**config.mk**
```make
export PLATFORM = sky130hd
export DESIGN_NAME = morse_sequencer
export DESIGN_NICKNAME = d
export VERILOG_FILES = /design/src/rtl/morse_pkg.sv /design/src/rtl/morse_sequencer_unit_timer.sv /design/src/rtl/morse_sequencer.sv
export SDC_FILE = /design/constraint.sdc
export NUM_CORES = 1
export LEC_CHECK = 0
export ABC_AREA = 1
export CAP_MARGIN = 20
export CORE_AREA = 3 3 73 89
export CTS_BUF_LIST = sky130_fd_sc_hd__clkbuf_4 sky130_fd_sc_hd__clkbuf_8
export CTS_CLUSTER_SIZE = 8
export DETAILED_ROUTE_END_ITERATION = 6
export DIE_AREA = 0 0 76 92
export PLACE_DENSITY = 0.64
export RECOVER_POWER = 100
export SLEW_MARGIN = 30
export SYNTH_ARGS = -nofsm -noshare
export SYNTH_HDL_FRONTEND = slang
export SYNTH_HIERARCHICAL = 1
export SYNTH_SLANG_ARGS = --single-unit
```
**constraint.sdc**
```tcl
create_clock -name clk -period 6.2 [get_ports clk]
set_input_delay 0.62 -clock clk [delete_from_list [all_inputs] [get_ports clk]]
set_output_delay 0.62 -clock clk [all_outputs]
set_load 0.01 [all_outputs]
```
**src/rtl/morse_pkg.sv**
```systemverilog
// Shared Morse definitions: sequencer state encoding, element/gap lengths in units,
// and the maximum character length. The keycode lookup imports these as well.
package morse_pkg;

    localparam int MAX_LEN = 5;

    localparam int DIT_UNITS        = 1;
    localparam int DAH_UNITS        = 3;
    localparam int ELEM_GAP_UNITS   = 1;
    localparam int CHAR_GAP_UNITS   = 3;
    localparam int WORD_EXTRA_UNITS = 4;

    localparam logic [2:0] S_IDLE     = 3'd0;
    localparam logic [2:0] S_ELEM     = 3'd1;
    localparam logic [2:0] S_GAP_ELEM = 3'd2;
    localparam logic [2:0] S_GAP_CHAR = 3'd3;
    localparam logic [2:0] S_GAP_WORD = 3'd4;

endpackage

```
**src/rtl/morse_sequencer_unit_timer.sv**
```systemverilog
// Prescaler: counts clock cycles and pulses o_tick on the last cycle of each unit.
// i_clear restarts the unit so the next cycle is cycle 0 of a fresh unit.
module unit_timer #(
    parameter int UNIT_CYCLES = 3_000_000
) (
    input  logic clk,
    input  logic rst_n,
    input  logic i_clear,
    output logic o_tick
);

    localparam int              W    = $clog2(UNIT_CYCLES);
    localparam logic [W-1:0]    LAST = W'(UNIT_CYCLES - 1);

    logic [W-1:0] r_count;

    // NOTE: reset is sampled on the clock edge and state uses <= so every register updates together.
    always_ff @(posedge clk) begin
        if (!rst_n) begin
            r_count <= '0;
        end else if (i_clear || (r_count == LAST)) begin
            r_count <= '0;
        end else begin
            r_count <= r_count + W'(1);
        end
    end

    // Not gated by i_clear: the clear is itself derived from this tick in the sequencer.
    assign o_tick = (r_count == LAST);

endmodule

```
**src/rtl/morse_sequencer.sv**
```systemverilog
// Morse element sequencer: takes one packed dit/dah character per handshake and
// drives registered dit/dah outputs with standard unit timing and gaps.
module morse_sequencer #(
    parameter int UNIT_CYCLES = 3_000_000,
    parameter int MAX_LEN     = morse_pkg::MAX_LEN
) (
    input  logic               clk,
    input  logic               rst_n,
    input  logic               code_valid,
    input  logic [2:0]         code_len,
    input  logic [MAX_LEN-1:0] code_bits,
    output logic               code_ready,
    input  logic               abort,
    output logic               dit,
    output logic               dah,
    output logic               busy
);

    import morse_pkg::*;

    logic [2:0]         r_state;
    logic [MAX_LEN-1:0] r_shift;
    logic [2:0]         r_remain;
    logic [2:0]         r_units;
    logic               r_dit;
    logic               r_dah;
    logic               r_ready;
    logic               r_busy;

    logic [2:0]         w_next_state;
    logic [MAX_LEN-1:0] w_next_shift;
    logic [2:0]         w_next_remain;
    logic [2:0]         w_need;
    logic [2:0]         w_len;
    logic               w_tick;
    logic               w_done;
    logic               w_leave;

    assign w_len   = (code_len > 3'(MAX_LEN)) ? 3'(MAX_LEN) : code_len;
    assign w_leave = (w_next_state != r_state) || (r_state == S_IDLE);

    unit_timer #(
        .UNIT_CYCLES(UNIT_CYCLES)
    ) u_unit_timer (
        .clk    (clk),
        .rst_n  (rst_n),
        .i_clear(w_leave),
        .o_tick (w_tick)
    );

    // NOTE: every signal assigned in always_comb gets a default first so no latch is inferred.
    always_comb begin
        w_need = 3'd1;
        case (r_state)
            S_ELEM:     w_need = r_shift[0] ? 3'(DAH_UNITS) : 3'(DIT_UNITS);
            S_GAP_ELEM: w_need = 3'(ELEM_GAP_UNITS);
            S_GAP_CHAR: w_need = 3'(CHAR_GAP_UNITS);
            S_GAP_WORD: w_need = 3'(WORD_EXTRA_UNITS);
            default:    w_need = 3'd1;
        endcase
    end

    assign w_done = w_tick && (r_units == (w_need - 3'd1));

    always_comb begin
        w_next_state  = r_state;
        w_next_shift  = r_shift;
        w_next_remain = r_remain;
        if (abort) begin
            w_next_state  = S_IDLE;
            w_next_shift  = '0;
            w_next_remain = '0;
        end else begin
            case (r_state)
                S_IDLE: begin
                    if (code_valid) begin
                        w_next_shift  = code_bits;
                        w_next_remain = w_len;
                        w_next_state  = (w_len == 3'd0) ? S_GAP_WORD : S_ELEM;
                    end
                end
                S_ELEM: begin
                    if (w_done) begin
                        w_next_shift  = r_shift >> 1;
                        w_next_remain = r_remain - 3'd1;
                        w_next_state  = (r_remain > 3'd1) ? S_GAP_ELEM : S_GAP_CHAR;
                    end
                end
                S_GAP_ELEM: if (w_done) w_next_state = S_ELEM;
                S_GAP_CHAR: if (w_done) w_next_state = S_IDLE;
                S_GAP_WORD: if (w_done) w_next_state = S_IDLE;
                default:    w_next_state = S_IDLE;
            endcase
        end
    end

    // Outputs are decoded from the next state so they change on the same edge as the state.
    always_ff @(posedge clk) begin
        if (!rst_n) begin
            r_state  <= S_IDLE;
            r_shift  <= '0;
            r_remain <= '0;
            r_units  <= '0;
            r_dit    <= 1'b0;
            r_dah    <= 1'b0;
            r_ready  <= 1'b1;
            r_busy   <= 1'b0;
        end else begin
            r_state  <= w_next_state;
            r_shift  <= w_next_shift;
            r_remain <= w_next_remain;
            if (w_leave) begin
                r_units <= '0;
            end else if (w_tick) begin
                r_units <= r_units + 3'd1;
            end
            r_dit    <= (w_next_state == S_ELEM) && !w_next_shift[0];
            r_dah    <= (w_next_state == S_ELEM) &&  w_next_shift[0];
            r_ready  <= (w_next_state == S_IDLE);
            r_busy   <= (w_next_state != S_IDLE);
        end
    end

    assign code_ready = r_ready;
    assign busy       = r_busy;
    assign dit        = r_dit;
    assign dah        = r_dah;

endmodule

```
==> metrics.md <==
| Metric | Value |
|---|---|
| GRT Util Overall | `13.3%` |
| Die height | `92 µm` |
| Routed wl met3 | `130 µm` |
| Post-CTS sizing | `0` |
| Clk root buf | `clkbuf_8` |
| Switch Pwr | `107 µW` |
| Combinational share of power | `7.4%` |
| CTS buffer count | `5` |
| Synth unique cells | `32` |
| WP depth | `19` |
| Fill count | `598` |
| Skew-Pair Late Insertion Delay | `0.29 ns` |
| CTS Buffer Depth | `2` |
| Crit-path max cell delay | `0.47 ns` |
| Fin cells | `415` |
| Largest fanout on the critical path | `22` |
| Most common cell after layout, fill and taps aside | `nand2_1` |
| Area grow syn2layout | `12.9%` |
| Core area | `5670 µm²` |
| Sink Count | `40` |
| Register area share after synthesis | `36.2%` |
| Clock power share | `38.0%` |
| Post-Route Skew | `0.00866 ns` |
| Share of cells above drive strength 1 | `10.7%` |
| Vias in the first global route | `1,897` |
| Vias per Instance | `4.61` |
| MaxCap Viol Count | `0` |
| Die ar. | `6990 µm²` |
| Initial drt markers | `80` |
| R2r worst-path depth | `19` |
| Hold Crit Class | `flip-flop to flip-flop` |
| Syn_area_per_cell | `7.00 µm²` |
| CP delay by family, top | `simple AND/OR/NAND/NOR gates` |
| Post-Route M1 WL | `1930 µm` |
| CP Data Arrival Time | `3.50 ns` |
| Dpl hpwl | `3350 µm` |
| Tmin final | `3.30 ns` |
| Hold_buf cts | `0` |
| Worst path slowest cell | `nor2_1` |
| DRC viols | `0` |
| Hold Worst Slack | `0.446 ns` |
| Worst-margin pin slew | `0.748 ns` |
| Global route total overflow | `0` |
| Worst EP required | `6.40 ns` |
| CTS tree | `built` |
| CP startpoint kind | `flip-flop` |
| Worst Hold Path EP | `u_unit_timer/r_count[0]` |
| CTS clk-pin slew, worst paths | `0.07 ns` |
| First-pass GRT wire length | `7740 µm` |
| Post-CTS Setup Inserts | `0` |
| Crit Path Category | `flip-flop to flip-flop` |
| Cells after synthesis | `316` |
| IO Count | `16` |
| Highest routed metal layer | `met4` |
| Leakage | `0.000920 µW` |
| Mapped cell area | `2210 µm²` |
| Synth Warn # | `6` |
| Worst path cell trace | `ha_1 > nand3_1 > nor2_1 > nand3_2 > inv_1 > nand2_1 > nor2_1 > nand2_1 > nor2_1 > nand2_4 > nand2_1 > nand2_1 > nand2_1 > nand2_1 > nor2_1 > nand2_1 > nor2_1 > nand2_1 > a21oi_1` |
| Hold depth | `1` |
| IO Port Bufs | `15` |
| Routed WL | `4250 µm` |
| Status | `complete, no violations` |
| R2R Setup Slk | `2.90 ns` |
| Largest net degree at the start of global routing | `23` |
| Slew Limit Fails | `0` |
| ANT nets after route | `0` |
| DR WL met2 | `2080 µm` |
| Ant diodes | `0` |
| #FFs+latches synth | `40` |
| CP endpoint kind | `flip-flop` |
| Antenna violations before repair | `0` |
| Die W | `76 µm` |
| Std-Cell Rows | `30` |
| HP Start | `u_unit_timer/r_count[0]` |
| Slew headroom | `50.0%` |
| Share of power burned in registers | `54.6%` |
| Setup Viol. Count Final | `0` |
| Final Hold Vio Count | `0` |
| Setup TNS | `0 ns` |
| PD cells | `193 nW/µm²` |
| Drt wl/cell | `10.2 µm` |
| Critical R2R Launch | `u_unit_timer/r_count[0]` |
| Buf/Inv on CP | `1` |
| Cell mode on critical path | `nand2_1` |
| Placed cell count | `408` |
| RSZ-0062 raised after global routing | `no` |
| Max frequency | `303 MHz` |
| VDD IR-drop max | `0.000111 V` |
| Total Power | `482 µW` |
| Layout Nets | `352` |
| H-tree depth | `2` |
| TritonRoute pass-1 iters | `4` |
| Switching part of the total | `22.1%` |
| Via count | `1,912` |
| Cell internal pwr | `375 µW` |
| R2R Path End | `u_unit_timer/r_count[7]` |
| Final period util | `53.2%` |
| Post-synth net total | `333` |
| Starting Density | `39.1%` |
| Routability cong. | `0.867` |
| Commonest non-fill, non-tap cells in the layout | `nand2_1, nor2_1, dfxtp_1` |
synthesized netlist by cell type, drive strengths merged:
cell type  count  area, µm²
a211oi         2       15.0
a21oi         11       55.1
a311oi         1       8.76
a31oi          3       18.8
buf            3       27.5
clkinv         1       3.75
dfxtp         40        801
ha             5       62.6
inv           40        150
mux2i          1       10.0
nand2         87        369
nand3         22        120
nand3b         3       22.5
nand4          5       31.3
nor2          62        297
nor3           3       26.3
o211ai         2       15.0
o21ai          9       45.0
o21bai         2       15.0
or2            1       6.26
xnor2          6       52.6
xor2           7       61.3
sequential cells by signal, summed over array words and instances (netlist names):
signal and count:
r_shift 5, dit 1, code_ready 1, dah 1, u_unit_timer/r_count 22, r_state 3
r_units 3, busy 1, r_remain 3
cell type report:
class | count | area [µm²] | area share [%]
tap | 80 | 100 | 4.01
timing repair buffer | 15 | 150 | 6.01
multi-input combinational | 232 | 1200 | 47.9
clock buffer | 7 | 96.3 | 3.86
sequential | 40 | 801 | 32.0
inverter | 41 | 154 | 6.16
power by group through the flow:
| stage | registers, µW | logic, µW | clock network (µW) |
|---|---|---|---|
| floorplan | 269 | 22.7 | 0 |
| global placement | 269 | 37.3 | 0 |
| detailed placement | 269 | 37.3 | 0 |
| CTS | 263 | 37.5 | 192 |
| global route | 264 | 40.6 | 205 |
| finish | 263 | 35.6 | 183 |
routing by layer:
| layer | track usage, % | vias up |
|---|---|---|
| met1 | 14.6 | 838 |
| met2 | 23.9 | 33 |
| met5 | 0 | - |
| met4 | 6.04 | 0 |
| met3 | 3.54 | 11 |
| li1 | - | 1030 |
worst max-delay path by stage:
stage,start,end,slack (ns)
after floorplan,u_unit_timer/r_count[0],u_unit_timer/r_count[16],3.77
after global placement,u_unit_timer/r_count[0],u_unit_timer/r_count[14],3.42
after detailed placement,u_unit_timer/r_count[0],u_unit_timer/r_count[16],3.36
after CTS,u_unit_timer/r_count[0],u_unit_timer/r_count[7],3.33
after global routing,u_unit_timer/r_count[0],u_unit_timer/r_count[15],2.37
final,u_unit_timer/r_count[0],u_unit_timer/r_count[7],2.90
logic make-up after synthesis:
| logic type | Yosys count | synth area share (%) |
|---|---|---|
| flip-flops | 40 | 36.2 |
| AND/OR/NAND/NOR | 183 | 39.4 |
| XOR/XNOR | 13 | 5.14 |
| AO/OA/AOI/OAI | 30 | 7.80 |
| multiplexers | 1 | 0.452 |
| buffers and inverters | 44 | 8.20 |
| adder cells (fa/ha/maj) | 5 | 2.83 |
per-stage QoR:
stage,utilization [%],area (µm²),worst slack [ns]
2_1_floorplan,-,2210,3.77
3_3_place_gp,43.0,2440,3.42
3_5_place_dp,43.0,2440,3.36
4_1_cts,44.7,2530,3.33
5_1_grt,44.1,2500,2.37
6_report,44.1,2500,2.90
Power figures use the tool's default switching activity.
==> patch (same settings) <==
Set the package constant `MAX_LEN` to 10 (it was 5).
--- a/src/rtl/morse_pkg.sv
+++ b/src/rtl/morse_pkg.sv
@@ -4,3 +4,3 @@
 
-    localparam int MAX_LEN = 5;
+    localparam int MAX_LEN = 10;
 
Ports: changed (resized code_bits); port bits go from 16 to 21. No check against the original RTL was run, so the function may have changed too.
==> patch against the original RTL <==
- global-route usage rose by 1.0 points
- clock power rose by 3%
- wire length rose by 7.7%
- area after synthesis rose by 8.6%
- cell area rose by 9.1%
- clock skew rose by 0.0032 ns
- total power rose by 9.5%
- worst setup slack improved by 0.21 ns
- sequential cell count rose by 5
- critical endpoint unchanged
- largest cell class unchanged
==> patch: results (changes against the original RTL) <==
status: "finished, final reports clean"  # unchanged
drt_wl_total_um: 4580  # was 4250 um
yosysSeqAreaShare_pct: 37.5  # was 36.2%
gp_congestion: 0.801  # was 0.867
hpwl_um: 3610  # was 3350 um
grt_usage_pct: 14.3  # was 13.3%
synth_area_leaders: "dfxtp_1 (37%), nand2_1 (10%), nor2_1 (8.0%)"  # was dfxtp_1 (36%), nand2_1 (13%), nor2_1 (8.1%)
place_area_um2: 2670  # was 2440 um2
cts.clk_slew.worst_paths_ns: 0.09  # was 0.07 ns
syn_nets: 355  # was 333
critPathLaunch: "u_unit_timer/r_count[0]$_SDFF_PP0_"  # unchanged
slew_headroom_pct: 49.0  # was 50.0%
r2r_setup_slack_ns: 3.12  # was 2.90 ns
final.fill_count: 619  # was 598
nets: 378  # was 352
synth_commonest_cells: "nand2_1 (65), nor2_1 (51), dfxtp_1 (45), inv_1 (32), a21oi_1 (20)"  # was nand2_1 (74), nor2_1 (48), dfxtp_1 (40), inv_1 (32), nand3_1 (20)
portBuffers: 20  # was 15
grt_pass1_vias: 2110  # was 1897
arrival_ns: 3.30  # was 3.50 ns
drt_iter0_markers: 51  # was 80
async_flop_share_pct: 0  # unchanged
holdWs_ns: 0.449  # was 0.446 ns
drt-pass1-iter-count: 4  # unchanged
vias_per_cell: 4.81  # was 4.61
yosysUniqueCellTypes: 35  # was 32
grt_pass1_wl_um: 8450  # was 7740 um
drive_above_1_share_pct: 11.5  # was 10.7%
final_core_util_pct: 48.1  # was 44.1%
fin_skew_ns: 0.0119  # was 0.00866 ns
reg_top3: "u_unit_timer/r_count: 22 flops, r_shift: 10 flops"  # was u_unit_timer/r_count: 22 flops, r_shift: 5 flops
peakVddDrop_v: 0.0000970  # was 0.000111 V
patch: changes by cell type after synthesis, sizes merged, moves of 2 or more:
cell,before,now
a21oi,11,20
dfxtp,40,45
a22oi,0,10
a31oi,3,0
nand2,87,81
nor2,62,65
nor3,3,5
o21ai,9,7
nand3,22,19
patch: kinds of logic after synthesis:
kind of cell    share of synthesized area, %
compound gates                          10.8
flops                                   37.5
simple gates                            36.6
xor+xnor                                4.37
buf+inv                                 7.70
fa+ha+maj                               2.60
mux                                    0.416
patch: metal layers:
layer | GRT usage, % | vias up | routed length, um
met2 | 27.5 | 28 | 2280
met1 | 15.5 | 942 | 2100
met5 | 0 | - | 0
met4 | 4.98 | 0 | 67
li1 | - | 1123 | -
met3 | 2.75 | 7 | 127
patch: worst max-delay path, stage by stage (launching register included):
cell and delay [ns]:
dfxtp_1 0.36, ha_1 0.20, nand3_1 0.15, nor2_2 0.14, nand3_1 0.11, inv_1 0.16, nand2_1 0.07, nor2_1 0.08
nand2_1 0.05, inv_1 0.10, nand2_1 0.17, nand2_2 0.09, nand2_1 0.06, nand2_1 0.14, nor2_1 0.08, nor2_2 0.12
nand3_1 0.07, nor2_1 0.10, nand2_1 0.45, a21oi_1 0.30
patch: layout make-up:
| cell class | count | share of cell area [%] |
|---|---|---|
| inverters | 41 | 5.64 |
| clock inverters | 2 | 0.505 |
| flip-flops and latches | 45 | 33.0 |
| well taps | 80 | 3.67 |
| multi-input cells | 243 | 46.8 |
| repair buffers | 20 | 7.34 |
| clock buffers | 6 | 3.03 |
patch: per-stage QoR:
step	instances	worst slack, ns
final	437	3.12
after global routing	437	2.67
after CTS	437	3.42
after detailed placement	429	3.43
after global placement	429	3.48
after floorplan	333	3.88
patch: power breakdown:
part,internal (uW),switching (uW)
sequential,294,2.86
clock,90.4,98.7
combinational,19.9,22.4
total,404,124
